[src/rtl/sr_pulse_driver_if.sv]
// ============================================================================
// Module   : sr_pulse_driver_if
// Brief    : Request handshake bundle for the SR pulse driver.
// Revision : 1.0 - initial release
// ============================================================================
`default_nettype none

interface sr_pulse_driver_if;
    logic       req_valid;
    logic       req_ready;
    logic [2:0] req_ch;
    logic [1:0] req_op;

    modport master (
        output req_valid,
        output req_ch,
        output req_op,
        input  req_ready
    );

    modport slave (
        input  req_valid,
        input  req_ch,
        input  req_op,
        output req_ready
    );
endinterface

`default_nettype wire

[src/rtl/sr_pulse_driver.sv]
// ============================================================================
// Module   : sr_pulse_driver
// Brief    : Drives timed S/R pulses into an SR flip-flop bank and shadows it.
// Revision : 1.0 - initial release
// ============================================================================
`default_nettype none

module sr_pulse_driver #(
    parameter int N       = 4,
    parameter int PULSE_W = 2,
    parameter int GAP_W   = 1
) (
    input  wire logic          clk,
    input  wire logic          rst_n,
    sr_pulse_driver_if.slave   req,
    output logic [N-1:0]       s,
    output logic [N-1:0]       r,
    output logic [N-1:0]       shadow_q,
    output logic               busy,
    output logic               err_illegal,
    input  wire logic          err_clr
);

    localparam logic [1:0] c_st_idle  = 2'd0;
    localparam logic [1:0] c_st_pulse = 2'd1;
    localparam logic [1:0] c_st_gap   = 2'd2;

    localparam logic [3:0] c_pulse_last = 4'(PULSE_W - 1);
    localparam logic [3:0] c_gap_last   = 4'(GAP_W - 1);
    localparam logic [3:0] c_num_ch     = 4'(N);

    logic [1:0]   state_q, state_d;
    logic [3:0]   cnt_q, cnt_d;
    logic [2:0]   ch_q, ch_d;
    logic         set_q, set_d;
    logic [N-1:0] s_q, s_d;
    logic [N-1:0] r_q, r_d;
    logic [N-1:0] shadow_d;
    logic         err_q, err_d;

    logic         w_accept;
    logic         w_illegal;
    logic         w_cur_bit;
    logic [N-1:0] w_req_sel;
    logic [N-1:0] w_act_sel;

    function automatic logic [N-1:0] onehot(input logic [2:0] ch);
        logic [N-1:0] o;
        o = '0;
        for (int i = 0; i < N; i++) begin
            o[i] = (ch == 3'(i));
        end
        return o;
    endfunction

    // A decode rather than an index keeps out-of-range channels harmless.
    assign w_req_sel = onehot(req.req_ch);
    assign w_act_sel = onehot(ch_q);
    assign w_cur_bit = |(shadow_q & w_req_sel);
    assign w_illegal = (req.req_op == 2'b11) || ({1'b0, req.req_ch} >= c_num_ch);
    assign w_accept  = req.req_valid && req.req_ready;

    // State register
    always_ff @(posedge clk or negedge rst_n) begin
        if (!rst_n) begin
            state_q  <= c_st_idle;
            cnt_q    <= '0;
            ch_q     <= '0;
            set_q    <= 1'b0;
            s_q      <= '0;
            r_q      <= '0;
            shadow_q <= '0;
            err_q    <= 1'b0;
        end else begin
            state_q  <= state_d;
            cnt_q    <= cnt_d;
            ch_q     <= ch_d;
            set_q    <= set_d;
            s_q      <= s_d;
            r_q      <= r_d;
            shadow_q <= shadow_d;
            err_q    <= err_d;
        end
    end

    // Next-state logic
    always_comb begin
        state_d  = state_q;
        cnt_d    = cnt_q;
        ch_d     = ch_q;
        set_d    = set_q;
        shadow_d = shadow_q;
        err_d    = err_q;

        // An illegal request overrides a concurrent clear.
        if (err_clr) begin
            err_d = 1'b0;
        end

        case (state_q)
            c_st_idle: begin
                if (w_accept) begin
                    if (w_illegal) begin
                        err_d = 1'b1;
                    end else if ((req.req_op == 2'b01) && !w_cur_bit) begin
                        state_d = c_st_pulse;
                        cnt_d   = c_pulse_last;
                        ch_d    = req.req_ch;
                        set_d   = 1'b1;
                    end else if ((req.req_op == 2'b10) && w_cur_bit) begin
                        state_d = c_st_pulse;
                        cnt_d   = c_pulse_last;
                        ch_d    = req.req_ch;
                        set_d   = 1'b0;
                    end
                end
            end
            c_st_pulse: begin
                if (cnt_q == 4'd0) begin
                    shadow_d = set_q ? (shadow_q | w_act_sel) : (shadow_q & ~w_act_sel);
                    if (GAP_W == 0) begin
                        state_d = c_st_idle;
                    end else begin
                        state_d = c_st_gap;
                        cnt_d   = c_gap_last;
                    end
                end else begin
                    cnt_d = cnt_q - 4'd1;
                end
            end
            c_st_gap: begin
                if (cnt_q == 4'd0) begin
                    state_d = c_st_idle;
                end else begin
                    cnt_d = cnt_q - 4'd1;
                end
            end
            default: begin
                state_d = c_st_idle;
            end
        endcase
    end

    // Output logic: pulse lines are registered from the next state.
    always_comb begin
        s_d = '0;
        r_d = '0;
        if (state_d == c_st_pulse) begin
            if (set_d) begin
                s_d = onehot(ch_d);
            end else begin
                r_d = onehot(ch_d);
            end
        end
    end

    assign req.req_ready = rst_n && (state_q == c_st_idle);
    assign busy          = (state_q != c_st_idle);
    assign s             = s_q;
    assign r             = r_q;
    assign err_illegal   = err_q;

endmodule

`default_nettype wire
[src/flat_wrapper.sv]
// flat-port wrapper written by rule: the top's interface ports become plain ports
module sr_pulse_driver_flat 
#(
    parameter int N       = 4,
    parameter int PULSE_W = 2,
    parameter int GAP_W   = 1
)
  (clk, rst_n, s, r, shadow_q, busy, err_illegal, err_clr, req_req_valid, req_req_ch, req_req_op, req_req_ready);
  sr_pulse_driver_if req_i ();
  input  wire logic clk;
  input  wire logic rst_n;
  output logic [N-1:0] s;
  output logic [N-1:0] r;
  output logic [N-1:0] shadow_q;
  output logic busy;
  output logic err_illegal;
  input  wire logic err_clr;
  input wire logic [$bits(req_i.req_valid)-1:0] req_req_valid;
  input wire logic [$bits(req_i.req_ch)-1:0] req_req_ch;
  input wire logic [$bits(req_i.req_op)-1:0] req_req_op;
  output wire logic [$bits(req_i.req_ready)-1:0] req_req_ready;
  assign req_i.req_valid = req_req_valid;
  assign req_i.req_ch = req_req_ch;
  assign req_i.req_op = req_req_op;
  assign req_req_ready = req_i.req_ready;
  sr_pulse_driver #(.N(N), .PULSE_W(PULSE_W), .GAP_W(GAP_W)) u_core (.clk(clk), .rst_n(rst_n), .req(req_i), .s(s), .r(r), .shadow_q(shadow_q), .busy(busy), .err_illegal(err_illegal), .err_clr(err_clr));
endmodule
[config.mk]
export PLATFORM = sky130hd
export DESIGN_NAME = sr_pulse_driver_flat
export DESIGN_NICKNAME = d
export VERILOG_FILES = /design/src/rtl/sr_pulse_driver_if.sv /design/src/rtl/sr_pulse_driver.sv /design/src/flat_wrapper.sv
export SDC_FILE = /design/constraint.sdc
export NUM_CORES = 1
export LEC_CHECK = 0
export BUFFER_PORTS_ARGS = -buffer_cell sky130_fd_sc_hd__buf_2
export CAP_MARGIN = 15
export CORE_MARGIN = 8
export CORE_UTILIZATION = 41
export CTS_CLUSTER_SIZE = 10
export DETAILED_ROUTE_END_ITERATION = 6
export PLACE_DENSITY = 0.59
export SLEW_MARGIN = 0
export SYNTH_ARGS = -nofsm -noshare
export SYNTH_HDL_FRONTEND = slang
export SYNTH_SLANG_ARGS = --single-unit
[constraint.sdc]
create_clock -name clk -period 5 [get_ports clk]
set_input_delay 0.25 -clock clk [delete_from_list [all_inputs] [get_ports clk]]
set_output_delay 0.25 -clock clk [all_outputs]
set_load 0.005 [all_outputs]
# Yosys cells after proc, flatten, opt, wreduce, memory -nomap -nowiden
# Cells that the tools add are included.
# W data, S select, Z words.
[classes]
eq_ne = 19
add_sub_neg = 1
n_bitwise = 4
n_lt_le_gt_ge = 1
muxes = 33
n_reduce_logical = 16
[op_table]
columns = ["op", "count"]
rows = [
  ["$mux W4", 11],
  ["$eq A3 B2 Y1 const B", 6],
  ["$mux W3", 5],
  ["$mux W2", 6],
  ["$pmux W4 S3", 1],
  ["$eq A3 B1 Y1 const B", 3],
  ["$logic_not A3 Y1", 3],
  ["$mux W1", 9],
  ["$and A4 B4 Y4", 2],
  ["$eq A2 B1 Y1 const B", 3],
  ["$eq A2 B2 Y1 const B", 3],
  ["$pmux W2 S3", 1],
  ["$reduce_and A5 Y1", 1],
  ["$logic_and A1 B1 Y1", 4],
  ["$logic_not A4 Y1", 1],
  ["$ne A2 B2 Y1 const B", 2],
  ["$not A4 Y4", 1],
  ["$or A4 B4 Y4", 1],
  ["$reduce_or A4 Y1", 1],
  ["$sub A4 B1 Y4 const B", 1],
  ["$ge A3 B3 Y1 const B", 1],
  ["$ne A3 B1 Y1 const B", 1],
  ["$reduce_bool A3 Y1", 1],
  ["$logic_not A2 Y1", 1],
  ["other kinds (5)", 5],
]
[word_totals]
wordCells = 82
in_bits = 9
output_inout_bits = 15
ff_bits = 23

# Longest topological paths before layout
# Gate-level depths: netlist of run 1.
[depth]
depth_word = 12
depth_mapped = 8
depth_no_buf = 7

# Worst setup path after synthesis of run 1
# OpenSTA, ideal clock, no wires.
[synth_timing]
path_type = "reg-to-reg"
start = "reg u_core.state_q[0]"
end = "reg u_core.cnt_q[1]"
required_ps = 4875
period_less_slack_ps = 2225
arrival_ps = 2100
setup_ps = 125
path_buffers = 1
stages_incl_launch_ff = 9
setup_slack_ps = 2775
cell_sequence = "dfrtp_1 -> inv_1 -> ha_1 -> buf_4 -> and4b_1 -> nand3b_1 -> mux2_4 -> a221oi_1 -> mux2_2"
[synth_via]
elab_chain_len = 5
word_cells_on_any_way = 12
classes_between = "6 x eq/ne; 1 x mux; 5 x reduce/logical"
[synth_rtl]
columns = ["item", "line", "rtl"]
rows = [
  ["start: declaration", "sr_pulse_driver.sv:32", "logic [1:0] state_q, state_d;"],
  ["start signal: assignment", "sr_pulse_driver.sv:66", "state_q <= c_st_idle;"],
  ["start signal: assignment", "sr_pulse_driver.sv:75", "state_q <= state_d;"],
  ["$logic_not A2 Y1", "sr_pulse_driver.sv:100, sr_pulse_driver.sv:157", ""],
  ["$logic_and A1 B1 Y1", "sr_pulse_driver.sv:157", "assign req.req_ready = rst_n && (state_q == c_st_idle);"],
  ["$logic_and A1 B1 Y1", "sr_pulse_driver.sv:61", "assign w_accept = req.req_valid && req.req_ready;"],
  ["$ne A2 B1 Y1 (no source line)", "n/a", ""],
  ["$reduce_and A5 Y1 (no source line)", "n/a", ""],
  ["end signal: assignment", "sr_pulse_driver.sv:76", "cnt_q <= cnt_d;"],
  ["end: declaration", "sr_pulse_driver.sv:33", "logic [3:0] cnt_q, cnt_d;"],
]
# Several ways; a longest one is shown, not always the timed one.
# A chain may end at the register's enable or synchronous reset.

# Worst setup path in the final report of run 1
[layout_timing]
start = "in rst_n"
end = "reg u_core.cnt_q[1]"
[layout_via]
elab_chain_len = 4
[layout_rtl]
columns = ["item", "line", "rtl"]
rows = [
  ["start: declaration", "flat_wrapper.sv:11", "input wire logic rst_n;"],
  ["$logic_and A1 B1 Y1", "sr_pulse_driver.sv:157", ""],
  ["$logic_and A1 B1 Y1", "sr_pulse_driver.sv:61", ""],
  ["$ne A2 B1 Y1 (no source line)", "n/a", ""],
  ["$reduce_and A5 Y1 (no source line)", "n/a", ""],
]
# No other way between the ends.

==> summary.txt, run 1 <==
Status
  – Status: finished clean

Die
  – Core footprint: between 0.003 and 0.004 mm²
  – FP Rows: 20
  – Die H: approximately 73 µm
  – Die width: roughly 73 µm
  – Io pins: 24
  – Die ar.: 0.00534 mm²
  – Starting density of the core: between 40% and 50%

GRT
  – Global route total overflow: 0
  – Initial antenna violation count: 0
  – Vias in the first global route: about 1,100
  – GRT Resource Usage Total: a little under an eighth
  – First-pass GRT wire length: between 4000 and 5000 µm
  – Largest net degree at the start of global routing: 26

STA
  – F_max: roughly 400 MHz
  – Final Cycle Share: just over 50%
  – WHS: ~100 ps
  – Worst-margin pin slew: 577 ps
  – Hold Vio Cnt, Final: 0
  – RSZ-0062 raised after global routing: false
  – Slew Limit Fails: 0
  – Final min period: between 2000 and 3000 ps
  – Final Skew: ~2.8 ps
  – TNS Setup: 0 ps
  – Endpoints failing setup: 0
  – Worst slew margin: 61.4%

Pwr
  – Cell Pwr Density: 439 mW/mm²
  – Pleak: about 0.73 nW
  – VDD IR max: 0.164 mV

Clock tree
  – CTS max path bufs: 2
  – Post-CTS Setup Repair Bufs: 0
  – Clk pin slew, worst setup/hold paths: 130 ps
  – Total clock sinks: 23
  – Clock Latency Late Sink: 310 ps
  – H-tree depth: 1
  – CTS tree: done
  – CTS root buffer: clkbuf_4
  – Total CTS buffers: 3

Drt
  – DRT iter0 DRCs: 48
  – Drt pass-1 iters: 4
  – DRC: 0
  – Routed vias/inst: between 5 and 6
  – Drt total wl: ~2800 µm
  – Via Count: roughly 1,100
  – DRT antenna net count: 0
  – Routed len/inst: 14.2 µm

Worst setup path
  – Family with the most delay on the worst path: buffers and inverters
  – CP Class: primary input to flop
  – Crit-path max FO: 25
  – Max incr delay on CP: ~520 ps
  – CP Cell Sequence: dlygate4sd3_1 -> buf_2 -> and4b_1 -> nand3b_1 -> mux2_4 -> a221oi_1 -> mux2_2
  – Buffers plus inverters on the worst setup path: 2
  – Startpoint Class: primary input
  – Worst path arrival time: approximately 2800 ps
  – Critical path's slowest cell: dlygate4sd3_1
  – Critical Path Sink Type: flop
  – Crit path required time: between 5000 and 6000 ps

Final layout
  – Storage element area: between 500 and 600 µm²
  – Synth-to-layout area growth: 14.3%
  – Diode count: 0
  – Layout cells sized above 1: between 20 and 30%
  – Multi-input gate area: about 700 µm²
  – # fillers: 310
  – Layout net count: approximately 170

Synthesis
  – Ys flop type: dfrtp_1
  – Synth cell count leaders: dfrtp_1, nand2_1, inv_1, nor3_1, nor2_1
  – Most numerous cell in the Yosys netlist: dfrtp_1
  – Most area-consuming cells after synthesis: dfrtp_1, mux2_2, ha_1, nor3_1, nand2_1
  – Synth async-reset ratio: 100%
  – Post-synth EDFFs: 0
  – Yosys cell types: 36
  – Yosys top cell by area: dfrtp_1
  – Syn Nets: ~150
  – Synth Area per Inst: 10.1 µm²
  – Area share of the largest cell type after synthesis: 43.1%
  – Ys Warns: 0
  – Seq cells post-synth: 23
  – Syn Inst Count: between 100 and 150
  – Sequential element share of the synthesized area: between 40% and 50%
  – Post-Syn Area: 0.00134 mm²

Job
  – Number of max-cap violations: 0

Min path
  – Hold crit path type: primary input to flop

Placed design
  – Final HPWL DP: roughly 2100 µm
  – GPL Wtd Cong: between 0.9 and 1
  – IO Port Bufs: 23
-- kinds of logic after synthesis --
logic type                 share of synthesized area (%)
AOI/OAI and AO/OA                                   13.8
adders and majority gates                           4.68
buffers and inverters                               4.49
DFF                                                 43.1
muxes                                               12.1
and+or+nand+nor                                     21.9
-- where the power goes --
part           total [mW]  internal, mW  leakage, nW  switching, mW
registers           0.271         0.226        0.308         0.0446
logic               0.310         0.138        0.404          0.172
clock network      0.0899        0.0305       0.0139         0.0594
total               0.670         0.395        0.726          0.276
-- timing repair --
item | in CTS | in global routing
hold buffers | 1 | 0
hold endpoints to repair | 23 | 0
resized for setup | 0 | 0
setup endpoints to repair | 0 | 0
-- cell usage in the layout, fill, tap and decap left out, drive strengths merged, types with 2 or more instances in the layout --
master	instances
mux2	9
a21oi	3
buf	23
and2	4
nor3	11
nand2	14
o21ai	4
inv	11
nor2	8
nor2b	2
mux2i	4
a211oi	2
clkbuf	3
o32ai	2
a221oi	4
ha	5
dfrtp	23
nor3b	4
nand3b	4
nand3	2
-- worst paths after layout --
kind	start	endpoint	slack, ps	cells past startpoint
min in group asynchronous	rst_n	u_core.r[1]$_DFF_PN0_	430	2
worst min register to register	flop	flop	550	1
worst max-delay path	rst_n	u_core.cnt_q[1]$_DFFE_PN0P_	2470	7
worst max register to register	u_core.state_q[0]$_DFF_PN0_	u_core.cnt_q[1]$_DFFE_PN0P_	2530	7
worst min-delay path	err_clr	u_core.err_illegal$_DFF_PN0_	100	2
max in group asynchronous	rst_n	u_core.cnt_q[1]$_DFFE_PN0P_	4220	2
-- routing by layer --
metal	up-vias	global-route usage [%]	routed length [µm]
met5	-	0	0
met4	0	3.33	31
met3	5	2.47	140
met2	22	18.4	1330
met1	526	14.6	1340
li1	523	-	-
-- cell type report --
class | count | area share, %
tap | 44 | 3.60
multi-input combinational | 94 | 45.9
clock buffer | 3 | 1.47
timing repair buffer | 24 | 8.19
clock inverter | 1 | 0.491
sequential | 23 | 37.7
inverter | 11 | 2.70
-- stage by stage --
step / total power [mW] / area (µm²) / util [%] / setup WS [ps] / instances
floorplan: 0.498 / 1340 / - / 2780 / 132
global placement: 0.574 / 1490 / 48.3 / 2640 / 195
detailed placement: 0.583 / 1490 / 48.3 / 2550 / 195
CTS: 0.674 / 1530 / 49.6 / 2420 / 200
global route: 0.723 / 1530 / 49.6 / 2210 / 200
finish: 0.670 / 1530 / 49.6 / 2470 / 200
No activity file was read; power rests on OpenSTA's default activity.
==> run 2: changes to the inputs <==
==> constraint.sdc (replaced) <==
create_clock -name clk -period 2.6 [get_ports clk]
set_input_delay 0.13 -clock clk [delete_from_list [all_inputs] [get_ports clk]]
set_output_delay 0.13 -clock clk [all_outputs]
set_load 0.005 [all_outputs]
==> summary.txt, run 2 (synthesis results as in run 1) <==
Clock tree
  – H-tree depth: 1
  – # hold bufs at CTS: 2
  – CTS max path bufs: 2
  – Post-CTS Resized: 0
  – CTS tree: done
  – Total CTS buffers: 3
  – Clk pin slew, worst setup/hold paths: between 100 and 150 ps
  – CTS root buffer: clkbuf_4
  – Total clock sinks: 23
  – Post-CTS Setup Repair Bufs: 0
  – Clock Latency Late Sink: ~310 ps

GRT
  – Vias in the first global route: 1,096
  – Initial antenna violation count: 0
  – Global route total overflow: 0
  – Largest net degree at the start of global routing: 25
  – First-pass GRT wire length: around 5000 µm
  – GRT Resource Usage Total: 11.8%

STA
  – Slew Limit Fails: 0
  – Final min period: around 2300 ps
  – Final Skew: approximately 6.6 ps
  – F_max: 438 MHz
  – Final Cycle Share: between 80% and 90%
  – RSZ-0062 raised after global routing: false
  – WHS: approximately 64 ps
  – Endpoints failing setup: 0
  – Worst-margin pin slew: approximately 580 ps
  – Fin worst setup slack: 315 ps
  – Hold Vio Cnt, Final: 0
  – Worst slew margin: slightly above 60%
  – TNS Setup: 0 ps

Drt
  – Routed len/inst: approximately 14 µm
  – Via Count: around 1,100
  – DRT antenna net count: 0
  – DRC: 0
  – DRT iter0 DRCs: 43
  – Routed vias/inst: 5.25
  – Drt total wl: about 2900 µm
  – Drt pass-1 iters: 4

Placed design
  – GPL Wtd Cong: 0.881
  – Final HPWL DP: 2250 µm
  – Setup WS pre-CTS: ~320 ps
  – IO Port Bufs: 23
  – Placed cell area: approximately 0.0015 mm²

Status
  – Status: finished clean

Min path
  – Worst Hold Depth: 3
  – Hold EP: u_core.err_illegal$_DFF_PN0_
  – Hold crit path type: primary input to flop
  – Hold Crit Start: req_req_valid

Die
  – Io pins: 24
  – Die width: about 73 µm
  – Die ar.: 0.00534 mm²
  – Core footprint: about 0.0031 mm²
  – Die H: between 70 and 80 µm
  – FP Rows: 20
  – Starting density of the core: a little over two fifths

Pwr
  – Pleak: 0.746 nW
  – VDD IR max: ~0.44 mV
  – PnR Total Power: approximately 1.3 mW
  – Cell Pwr Density: between 800 and 900 mW/mm²

Final layout
  – Finished Cell Area: 0.00156 mm²
  – Multi-input gate area: roughly 700 µm²
  – # fillers: around 300
  – Diode count: 0
  – Commonest non-fill, non-tap cells in the layout: dfrtp_1, buf_2, nand2_1
  – Storage element area: between 500 and 600 µm²
  – Layout cells sized above 1: between 20% and 30%
  – Synth-to-layout area growth: 16.5%
  – Layout net count: about 180

Worst setup path
  – Register-to-Register Path Depth: 7
  – Critical Path Sink Type: flop
  – CP Class: flop to flop
  – Reg2Reg Capture Point: u_core.cnt_q[1]$_DFFE_PN0P_
  – Crit path required time: around 2800 ps
  – Startpoint Class: flop
  – Worst r2r src: u_core.state_q[1]$_DFF_PN0_
  – Crit-path max FO: 10
  – Worst path arrival time: 2500 ps
  – Flop-to-flop setup slack: 320 ps

Job
  – Number of max-cap violations: 0
[run 2: power by group]
group          internal (mW)  total [mW]  switching (mW)
Sequential             0.435       0.517          0.0818
Clock                 0.0599       0.164           0.104
Combinational          0.278       0.608           0.330
[run 2: area by class of cell]
type                    count  share of cell area, %
clock buffers               4                   1.69
inverters                  11                   2.65
multi-input cells          94                   45.0
flip-flops and latches     23                   37.0
well taps                  44                   3.54
repair buffers             28                   10.1
[run 2: worst max-delay path by stage]
stage                                     start                     endpoint  slack, ps  cells after the start
finish              u_core.state_q[1]$_DFF_PN0_  u_core.cnt_q[1]$_DFFE_PN0P_        320                      7
detailed placement  u_core.state_q[0]$_DFF_PN0_  u_core.cnt_q[1]$_DFFE_PN0P_        320                      7
CTS                 u_core.state_q[1]$_DFF_PN0_  u_core.cnt_q[1]$_DFFE_PN0P_        300                      7
global placement    u_core.cnt_q[0]$_DFFE_PN0P_                         flop        380                      8
floorplan           u_core.state_q[0]$_DFF_PN0_  u_core.cnt_q[1]$_DFFE_PN0P_        380                      8
global route        u_core.cnt_q[0]$_DFFE_PN0P_        u_core.r[1]$_DFF_PN0_        150                      6
[run 2: metal layers]
| layer | vias to the layer above | track usage [%] | part of all wire, % |
|---|---|---|---|
| met5 | - | 0 | 0 |
| met4 | 0 | 3.33 | 0.63 |
| met3 | 2 | 4.40 | 6.2 |
| met2 | 29 | 20.2 | 48 |
| met1 | 511 | 13.3 | 45 |
| li1 | 530 | - | - |
[run 2: critical path, cell delays in order (launching register included)]
cell and delay (ps):
dfrtp_1 450, inv_1 100, ha_1 170, and4b_1 250, nand3b_1 160, mux2_4 360, a221oi_1 320, mux2_2 370
[run 2: through the flow]
step	instances	util [%]
after floorplan	132	-
after global placement	198	49.1
after detailed placement	198	49.1
after CTS	204	50.6
after global routing	204	50.6
final	204	50.6
==> run 3: changes to the inputs <==
--- a/config.mk
+++ b/config.mk
@@ -11,6 +11,7 @@
 export CORE_UTILIZATION = 41
 export CTS_CLUSTER_SIZE = 10
 export DETAILED_ROUTE_END_ITERATION = 6
+export MAX_ROUTING_LAYER = met4
 export PLACE_DENSITY = 0.59
 export SLEW_MARGIN = 0
 export SYNTH_ARGS = -nofsm -noshare
==> summary.txt, run 3 (synthesis results as in run 1) <==
Drt
  – DRT antenna net count: 0
  – Drt total wl: 2860 µm
  – DRC: 0
  – Drt pass-1 iters: 4
  – Routed len/inst: around 14 µm
  – Via Count: about 1,100
  – DRT iter0 DRCs: 43
  – Routed vias/inst: 5.25

STA
  – Hold Vio Cnt, Final: 0
  – Endpoints failing setup: 0
  – TNS Setup: 0 ps
  – Final min period: 2280 ps
  – F_max: roughly 440 MHz
  – Final Cycle Share: roughly 88%
  – Worst slew margin: about three fifths
  – Final Skew: 6.58 ps
  – Worst-margin pin slew: approximately 580 ps
  – RSZ-0062 raised after global routing: false
  – Slew Limit Fails: 0
  – Fin worst setup slack: 315 ps

Placed design
  – IO Port Bufs: 23
  – GPL Wtd Cong: 0.895
  – Placed cell area: between 0.0015 and 0.002 mm²
  – Final HPWL DP: 2250 µm
  – Setup WS pre-CTS: roughly 320 ps

Worst setup path
  – CP Cell Sequence: inv_1 -> ha_1 -> and4b_1 -> nand3b_1 -> mux2_4 -> a221oi_1 -> mux2_2
  – Flop-to-flop setup slack: between 300 and 400 ps
  – Buffers plus inverters on the worst setup path: 1
  – Reg2Reg Capture Point: u_core.cnt_q[1]$_DFFE_PN0P_
  – Worst path arrival time: around 2500 ps
  – Max incr delay on CP: about 450 ps
  – Register-to-Register Path Depth: 7
  – Critical Path Sink Type: flop
  – Startpoint Class: flop
  – CP Class: flop to flop
  – Family with the most delay on the worst path: multiplexers
  – Critical path's slowest cell: dfrtp_1
  – Crit path required time: approximately 2800 ps
  – Crit-path max FO: 10
  – Worst r2r src: u_core.state_q[1]$_DFF_PN0_

GRT
  – Global route total overflow: 0
  – First-pass GRT wire length: just under 5000 µm
  – Met1 GRT Util: 13.4%
  – Grt met2 use: 20.2%
  – Grt peak-use layer: met2
  – Vias in the first global route: ~1,100
  – M3 GR Usage: 3.85%
  – Initial antenna violation count: 0
  – Largest net degree at the start of global routing: 25
  – GRT Resource Usage Total: between 10% and 20%

Min path
  – Hold Crit Start: req_req_valid
  – Worst Hold Depth: 3
  – Hold EP: u_core.err_illegal$_DFF_PN0_
  – Hold crit path type: primary input to flop

Pwr
  – PnR Total Power: around 1.3 mW
  – Clock Power Share: approximately an eighth
  – Sequential share of power: 40.1%
  – Switch Pwr: 516 µW
  – P_int: between 700 and 800 µW
  – Pleak: between 0.7 and 0.8 nW
  – Share of total power in combinational logic: between 40 and 50%
  – VDD IR max: roughly 0.44 mV
  – Cell Pwr Density: 828 mW/mm²
  – Switch share: between 40% and 50%

Clock tree
  – Post-CTS Resized: 0
  – CTS tree: done
  – H-tree depth: 1
  – Clock Latency Late Sink: between 300 and 400 ps
  – Total CTS buffers: 3
  – CTS root buffer: clkbuf_4
  – Clk pin slew, worst setup/hold paths: about 120 ps
  – # hold bufs at CTS: 2
  – Post-CTS Setup Repair Bufs: 0
  – CTS max path bufs: 2
  – Total clock sinks: 23

Job
  – Number of max-cap violations: 0

Final layout
  – Layout net count: roughly 180
  – Finished Cell Area: ~0.0016 mm²
  – # fillers: roughly 300
  – Commonest non-fill, non-tap cells in the layout: dfrtp_1, buf_2, nand2_1
  – Synth-to-layout area growth: 16.5%
  – Final Util: 50.6%
  – Diode count: 0
  – Layout cells sized above 1: 26.3%

Die
  – FP Rows: 20
  – Starting density of the core: between 40% and 50%
  – Die ar.: around 0.0053 mm²
  – Die H: around 73 µm
  – Die width: 73.1 µm
  – Io pins: 24
  – Core footprint: a little over 0.003 mm²

Status
  – Status: finished clean
==> run 3: cell counts in the layout (fill, tap and decap cells not counted) <==
No cell type changed its count.
==> run 3: worst max-delay path by stage <==
stage / start / to / slack (ps) / cells after the start
floorplan: u_core.state_q[0]$_DFF_PN0_ / u_core.cnt_q[1]$_DFFE_PN0P_ / 380 / 8
global placement: u_core.cnt_q[0]$_DFFE_PN0P_ / flop / 380 / 8
detailed placement: u_core.state_q[0]$_DFF_PN0_ / u_core.cnt_q[1]$_DFFE_PN0P_ / 320 / 7
CTS: u_core.state_q[1]$_DFF_PN0_ / u_core.cnt_q[1]$_DFFE_PN0P_ / 300 / 7
global route: u_core.cnt_q[0]$_DFFE_PN0P_ / u_core.r[1]$_DFF_PN0_ / 150 / 6
finish: u_core.state_q[1]$_DFF_PN0_ / u_core.cnt_q[1]$_DFFE_PN0P_ / 320 / 7
==> run 3: power by group through the flow <==
stage	Sequential, mW	Clock, mW	Combinational, mW
5_1_grt	0.530	0.188	0.676
3_3_place_gp	0.518	0	0.598
3_5_place_dp	0.526	0	0.609
6_report	0.517	0.164	0.608
4_1_cts	0.518	0.173	0.613
2_1_floorplan	0.487	0	0.470
==> run 3: final cells by class <==
class	count	area, µm²	area share [%]
Clock buffer	4	26.3	1.69
Inverter	11	41.3	2.65
Multi-Input combinational cell	94	701	45.0
Sequential cell	23	576	37.0
Tap cell	44	55.1	3.54
Timing Repair Buffer	28	158	10.1
==> run 3: routing by layer <==
layer / vias to the layer above / share of wire, %
met5: - / 0
met2: 29 / 48
li1: 530 / -
met3: 2 / 5.8
met1: 511 / 46
met4: 0 / 0.63
==> run 3: stage by stage <==
stage / hold WS, ps / std cells
floorplan: -166 / 132
global placement: 182 / 198
detailed placement: 186 / 198
CTS: 55.0 / 204
global route: 45.2 / 204
finish: 64.5 / 204
==> run 3: worst min-delay path, stage by stage <==
cell	delay (ps)
buf_2	110
nand2_1	50
o22ai_1	60
